<file path="src/rtl/display_scan_ctrl.sv">
// display_scan_ctrl: time-multiplexed scan controller for a 4-digit
// common-anode seven-segment display sharing one BCD decoder.
// A new value is captured into a shadow register by `load` and copied to the
// displayed word only when digit 3 finishes, so a frame never mixes values.
// Each digit slot is BLK_CYC blank cycles followed by DIG_CYC lit cycles.
// Optional feature macro: LZ_SUPPRESS_EN (leading-zero suppression of
// digits 3..1; digit 0 always lit).
module display_scan_ctrl #(
  parameter int DIG_CYC = 50000,
  parameter int BLK_CYC = 500
) (
  input  logic        clk,
  input  logic        rst,
  input  logic [15:0] value,
  input  logic        load,
  input  logic        enable,
  output logic [3:0]  BCD,
  output logic [3:0]  an,
  output logic        frame,
  output logic        pend
);

  localparam int MAX_CYC = (DIG_CYC > BLK_CYC) ? DIG_CYC : BLK_CYC;
  localparam int CW      = (MAX_CYC > 1) ? $clog2(MAX_CYC) : 1;
  localparam logic [CW-1:0] BLK_LAST = CW'(BLK_CYC - 1);
  localparam logic [CW-1:0] DIG_LAST = CW'(DIG_CYC - 1);

  typedef enum logic {
    ST_BLANK = 1'b0,
    ST_SHOW  = 1'b1
  } state_t;

  state_t        r_state;
  logic [CW-1:0] r_cnt;
  logic [1:0]    r_idx;
  logic [15:0]   r_shadow;
  logic [15:0]   r_active;
  logic          r_pend;
  logic [3:0]    r_bcd;
  logic [3:0]    r_an;
  logic          r_frame;

  state_t        w_state_next;
  logic [CW-1:0] w_cnt_next;
  logic [1:0]    w_idx_next;
  logic [15:0]   w_shadow_next;
  logic [15:0]   w_active_next;
  logic          w_pend_next;
  logic          w_wrap;
  logic          w_suppress;
  logic [3:0]    w_bcd_next;
  logic [3:0]    w_an_next;

  // State register plus all registered outputs; reset parks the scan at the
  // start of the blank slot for digit 0 with everything dark.
  always_ff @(posedge clk) begin
    if (rst) begin
      r_state  <= ST_BLANK;
      r_cnt    <= '0;
      r_idx    <= 2'd0;
      r_shadow <= 16'd0;
      r_active <= 16'd0;
      r_pend   <= 1'b0;
      r_bcd    <= 4'd0;
      r_an     <= 4'b1111;
      r_frame  <= 1'b0;
    end else begin
      r_state  <= w_state_next;
      r_cnt    <= w_cnt_next;
      r_idx    <= w_idx_next;
      r_shadow <= w_shadow_next;
      r_active <= w_active_next;
      r_pend   <= w_pend_next;
      r_bcd    <= w_bcd_next;
      r_an     <= w_an_next;
      r_frame  <= w_wrap;
    end
  end

  // Slot sequencing, digit advance, frame wrap and shadow/active handover.
  always_comb begin
    w_state_next = r_state;
    w_cnt_next   = r_cnt + CW'(1);
    w_idx_next   = r_idx;
    w_wrap       = 1'b0;
    case (r_state)
      ST_BLANK: begin
        if (r_cnt == BLK_LAST) begin
          w_state_next = ST_SHOW;
          w_cnt_next   = '0;
        end
      end
      ST_SHOW: begin
        if (r_cnt == DIG_LAST) begin
          w_state_next = ST_BLANK;
          w_cnt_next   = '0;
          w_idx_next   = r_idx + 2'd1;
          w_wrap       = (r_idx == 2'd3);
        end
      end
      default: begin
        w_state_next = ST_BLANK;
        w_cnt_next   = '0;
      end
    endcase
    // The wrap copies the shadow as it stood before this edge; a load on the
    // same edge lands in the shadow and remains pending for the next wrap.
    w_active_next = (w_wrap && r_pend) ? r_shadow : r_active;
    w_shadow_next = load ? value : r_shadow;
    w_pend_next   = load ? 1'b1 : (w_wrap ? 1'b0 : r_pend);
  end

`ifdef LZ_SUPPRESS_EN
  // Digit i (i>0) stays dark when it and every digit above it are zero.
  assign w_suppress = (w_idx_next != 2'd0) &&
                      ((w_active_next >> {w_idx_next, 2'b00}) == 16'd0);
`else
  assign w_suppress = 1'b0;
`endif

  // Output decode for the coming cycle: the nibble is pre-driven during blank
  // so the decoder settles before the anode turns on.
  always_comb begin
    w_bcd_next = w_active_next[{w_idx_next, 2'b00} +: 4];
    w_an_next  = 4'b1111;
    if (w_state_next == ST_SHOW && enable && !w_suppress) begin
      w_an_next = ~(4'b0001 << w_idx_next);
    end
  end

  assign BCD   = r_bcd;
  assign an    = r_an;
  assign frame = r_frame;
  assign pend  = r_pend;

endmodule
</file>
<file path="config.mk">
export PLATFORM = sky130hd
export DESIGN_NAME = display_scan_ctrl
export DESIGN_NICKNAME = d
export VERILOG_FILES = /design/src/rtl/display_scan_ctrl.sv
export SDC_FILE = /design/constraint.sdc
export NUM_CORES = 1
export LEC_CHECK = 0
export ABC_CLOCK_PERIOD_IN_PS = 6100
export BUFFER_PORTS_ARGS = -buffer_cell sky130_fd_sc_hd__buf_2
export CORE_MARGIN = 5
export CORE_UTILIZATION = 62
export CTS_CLUSTER_SIZE = 25
export DETAILED_ROUTE_END_ITERATION = 12
export HOLD_SLACK_MARGIN = 0.15
export PLACE_DENSITY = 0.9
export SKIP_CTS_REPAIR_TIMING = 1
export SYNTH_ARGS = -nofsm -noshare
export SYNTH_HDL_FRONTEND = slang
export SYNTH_SLANG_ARGS = --single-unit
</file>
<file path="constraint.sdc">
create_clock -name clk -period 6.1 [get_ports clk]
set_clock_uncertainty 0.1 [all_clocks]
set_input_delay 0.305 -clock clk [delete_from_list [all_inputs] [get_ports clk]]
set_output_delay 0.305 -clock clk [all_outputs]
set_load 0.005 [all_outputs]
</file>
# Yosys cells after proc, flatten, opt, wreduce, memory -nomap -nowiden
# Cells that the tools add are included.
classes:
  addsub: 2
  mul: 0
  n_div: 0
  magnitude_cmp: 0
  n_eq_ne: 3
  shift: 2
  muxes: 13
  bitwise_logic: 3
  n_reduce_logical: 4
ops:
  columns: ["cell", "n"]
  rows:
  - ["16-bit two-way mux", 3]
  - ["16-bit one-hot mux with 2 select lines", 1]
  - ["16-bit by 1-bit adder with 16-bit output, second input constant", 1]
  - ["16-bit == test, second input constant", 1]
  - ["16-bit by 9-bit == test with 1-bit output, second input constant", 1]
  - ["16-bit by 5-bit indexed part select with 4-bit output", 1]
  - ["1-bit two-way mux", 6]
  - ["2-bit two-way mux", 2]
  - ["4-bit inverter", 1]
  - ["1-bit by 2-bit << shifter with 4-bit output, first input constant", 1]
  - ["2-bit by 1-bit adder with 2-bit output, second input constant", 1]
  - ["2-bit == test, second input constant", 1]
  - ["1-bit logical AND", 2]
  - ["1-bit inverter", 2]
  - ["1-bit one-hot mux with 2 select lines", 1]
  - ["2-bit nonzero test", 1]
  - ["2-bit OR reduction", 1]
word_totals:
  ff_bits: 61
  latchBits: 0
  ram_bits: 0
  mem_bits_ro: 0
  input_bits: 20
  out_inout_bits: 10
  wordCells: 36
  n_memories: 0

# Longest topological paths before layout
logic_depth:
  word_depth: 6
  ltp_mapped: 8
  ltp_nobuf: 7

# Worst setup path after synthesis
# OpenSTA, ideal clock, no wires.
synth_path:
  path_kind: "register to register"
  startpoint: "register r_cnt[9]"
  endpoint: "register r_bcd[2] (netlist: BCD[2])"
  setup_time_ps: 115
  arrival_ps: 1993
  required_time_ps: 5885
  setup_slack_ps: 3892
  stages_incl_launch_ff: 8
  path_buffers: 2
  period_less_slack_ps: 2208
  path_cell_list: "dfxtp_1 buf_4 nand4_1 or3_1 or4_4 buf_6 mux4_2 and2_1"
synth_between:
  elab_chain_cells: 6
  elab_cells_between_ends: 8
  classes_between: "eq/ne (1); shift (1); mux (5); reduce/logical (1)"
synth_lines:
  columns: ["element", "line", "source"]
  rows:
  - ["start, declared", "34", "logic [CW-1:0] r_cnt;"]
  - ["start signal, assigned", "69", "r_cnt <= w_cnt_next;"]
  - ["16-bit == test (*)", "94", "if (r_cnt == DIG_LAST) begin"]
  - ["1-bit two-way mux", "94", null]
  - ["1-bit two-way mux", "86", "case (r_state)"]
  - ["1-bit logical AND", "108", "w_active_next = (w_wrap && r_pend) ? r_shadow : r_active;"]
  - ["16-bit two-way mux", "108", null]
  - ["16-bit by 5-bit indexed part select with 4-bit output (*)", "124", "w_bcd_next = w_active_next[{w_idx_next, 2'b00} +: 4];"]
  - ["end signal, assigned", "74", "r_bcd <= w_bcd_next;"]
  - ["end, declared", "39", "logic [3:0] r_bcd;"]
# Every way passes the cells marked *; elsewhere a longest branch is shown, timed or not.
# A chain may end at the register's enable or synchronous reset.

# Worst setup path in the final report
layout_path:
  startpoint: "register r_idx[0]"
  endpoint: "register r_bcd[2] (netlist: BCD[2])"
layout_between:
  elab_chain_cells: 6
  elab_cells_between_ends: 9
  classes_between: "add/sub (1); eq/ne (1); shift (1); mux (5); reduce/logical (1)"
layout_lines:
  columns: ["element", "line", "source"]
  rows:
  - ["start, declared", "35", "logic [1:0] r_idx;"]
  - ["start signal, assigned", "70", "r_idx <= w_idx_next;"]
  - ["2-bit == test", "98", "w_wrap = (r_idx == 2'd3);"]
  - ["1-bit two-way mux", "94", null]
  - ["1-bit two-way mux", "86", null]
  - ["1-bit logical AND", "108", null]
  - ["16-bit two-way mux", "108", null]
  - ["16-bit by 5-bit indexed part select with 4-bit output (*)", "124", null]
# Marked as above.

==> results.txt <==
----------------------------------------------------
[Critical path]
  Arrival time of data at the critical path endpoint ... between 3 and 4 ns
  Kind of end point of the critical path ... register
  Critical path startpoint category ... register
  WS Path Type ... reg -> reg
  Required time of the critical path ... 6.25 ns
  Worst Path Max Fanout ... 17

[Synth]
  Top cells by instance count after synthesis ... dfxtp_1, nand2_1, nor2_1, a21oi_1, mux2i_1
  Number of enable flip-flop cells after synthesis ... 0
  Area fraction in compound gates after synthesis ... 0.0984
  Largest family of logic cells by synthesized area ... simple AND/OR/NAND/NOR gates
  Gate count of the mapped netlist ... ~310
  Commonest register cell after synthesis ... dfxtp_1
  Summed instance area of the synthesized netlist ... 2770 µm²
  Yosys top cell area share ... 0.441
  Synthesis warning total ... 0
  Yosys reg bits ... slightly above 60
  Top-count cell post-synth ... dfxtp_1
  Main area contributors after synthesis ... dfxtp_1, mux2i_1, nand2_1
  Post-synth net total ... 333
  Synthesized-area fraction occupied by and/or/nand/nor cells ... 0.217
  XOR/XNOR Fraction of Synth Area ... 0.0506
  Ys async rst share ... 0
  Per-instance average area after synthesis ... 8.91 µm²
  Count of distinct cell types in the synthesized netlist ... 43
  Sequential share of the synthesized area ... 0.441
  Adder-cell share of the synthesized area ... 0.00903
  Synth area leader ... dfxtp_1
  Mux contribution to synthesized area ... 0.140

[Floorplanning]
  Die Y-Extent ... 76.9 µm
  Effective utilization at floorplan ... 0.636
  Die Area ... between 5000 and 6000 µm²
  Std-Cell Rows ... 24
  Core box area ... about 4400 µm²
  Width of the die ... 76.9 µm
  # IOs ... 30

[Power and ir drop]
  Static power due to leakage ... 1.27 nW
  Power after layout ... approximately 0.00089 W
  Switching share of total power ... 0.206
  Combinational fraction of design power ... 0.043
  Register share of total power ... 0.464
  Internal Power ... between 0.0007 and 0.0008 W
  Worst-case vdd ir drop ... 221 µV
  Part of the power in the clock network ... 0.493
  Switching power ... 0.000184 W
  Total power per unit cell area ... approximately 270 nW/µm²

[CTS]
  CTS Buffer Depth ... 2
  TritonCTS clock tree ... built
  CTS buffer count ... 9
  Clock root cell ... clkbuf_8
  Clock transition at the registers of the reported paths ... 0.08 ns
  Count of clock tree sinks ... 61
  Clk Latency, worst-skew pair ... 0.35 ns
  H-Tree Depth ... 3

[Drt]
  Residual DRC count ... 0
  Via Count ... approximately 2.4k
  Average wire per standard cell ... 16.1 µm
  Detailed Route WL ... 6.51 mm
  Number of antenna-violating nets in the routed design ... 0
  First-pass DRT Iterations ... 6
  First-iteration detailed-routing DRC count ... around 320
  Via density per instance ... 6.00

[STA]
  Final period utilization ... 0.471
  Setup repair after global routing missed its margin ... false
  Final setup violation count ... 0
  Minimum clock period after layout ... between 2 and 3 ns
  Worst Max-Slew Pin Slew ... 1.19 ns
  Final worst hold slack ... 0.117 ns
  Worst rel slew slack ... 0.203
  Final Max Slew Viols ... 0
  Highest clock rate ... 348 MHz
  Sum of negative setup slack ... 0 ns
  Final number of hold-violating endpoints ... 0

[Place]
  Port bufs ... 29
  Routability congestion estimate from global placement ... 0.831
  DP Area ... 2880 µm²
  Sum of net half-perimeters after detailed placement ... 3.95 mm

[GRT]
  Total Routing Usage GR ... 0.212
  Wire length of the first global-routing pass ... approximately 10 mm
  Largest net degree at the start of global routing ... 41
  Number of global-route vias before repair ... 2178
  GRT Residual Overflow ... 0
  Initial antenna violation count ... 0

[Layout]
  Ratio of cells with drive above 1 in the final layout ... 0.164
  Antenna fix cells ... 0
  Final non-filler cell area ... 3270 µm²
  Layout area overhead ... 18.0%
  Final Net Count ... 370
  Post-layout utilization of the core ... 0.751

[Hold path]
  Hold Crit Class ... in -> reg

[Job]
  Max Cap Viol ... 0

[Status]
  Run status ... finished, final reports clean

----------------------------------------------------
## worst max-delay path, stage by stage, from the launching register on
cell	delay, ns
dfxtp_1	0.71
ha_1	0.63
mux4_4	0.70
mux4_2	0.47
and2_1	0.16
## per-layer routing
metal / share of wire / track usage
met5: 0 / 0
met2: 0.48 / 0.330
met3: 0.072 / 0.0738
met4: 0.025 / 0.101
met1: 0.42 / 0.259
## path summary, 6_finish.rpt
check / startpoint / endpoint / slack, ns / cells past startpoint
max: r_idx[0] / BCD[2] / 3.23 / 4
min reg2reg: r_active[9] / r_active[9] / 0.36 / 2
max reg2reg: r_idx[0] / BCD[2] / 3.23 / 4
min: value[8] / r_shadow[8] / 0.12 / 3
## cell type report
| cell class | count | area [µm²] |
|---|---|---|
| multi-input combinational | 226 | 1430 |
| sequential | 61 | 1220 |
| fill | 296 | 1080 |
| timing repair buffer | 44 | 295 |
| clock buffer | 12 | 145 |
| clock inverter | 4 | 95.1 |
| tap | 52 | 65.1 |
| inverter | 6 | 22.5 |
## registers in the layout, summed over array words and instances (netlist names), 2 cells and up
signal    flops
BCD           4
an            4
r_active     16
r_cnt        16
r_idx         2
r_shadow     16
## kinds of logic (layout without fill, tap and decap cells)
| family | Yosys count | after routing |
|---|---|---|
| xor gates and xnor gates | 16 | 16 |
| buffers and inverters | 24 | 66 |
| and+or+nand+nor | 130 | 130 |
| muxes | 31 | 31 |
| DFF | 61 | 61 |
| adders and majority gates | 2 | 2 |
| AOI/OAI and AO/OA | 47 | 47 |
## per-stage QoR
stage                     setup slack (ns)  instances
after floorplan                       3.89        311
after global placement                3.38        374
after detailed placement              3.29        374
after CTS                             3.26        390
after global routing                  3.07        405
final                                 3.23        405
## power by group through the flow
stage	logic (W)	clock network (W)	registers, W
final	0.0000384	0.000440	0.000415
after global routing	0.0000422	0.000462	0.000416
after CTS	0.0000302	0.000439	0.000414
after detailed placement	0.0000298	0	0.000423
after global placement	0.0000283	0	0.000423
after floorplan	0.0000202	0	0.000421
## cell usage in the layout (no fill, tap or decap), drive strengths merged, types with 9 or more instances in the layout
| master | instances |
|---|---|
| buf | 29 |
| dlygate4sd3 | 15 |
| clkbuf | 12 |
| nand2 | 47 |
| a21oi | 21 |
| xnor2 | 9 |
| o21ai | 11 |
| dfxtp | 61 |
| mux2i | 19 |
| nor2 | 41 |
Power figures use the tool's default switching activity.
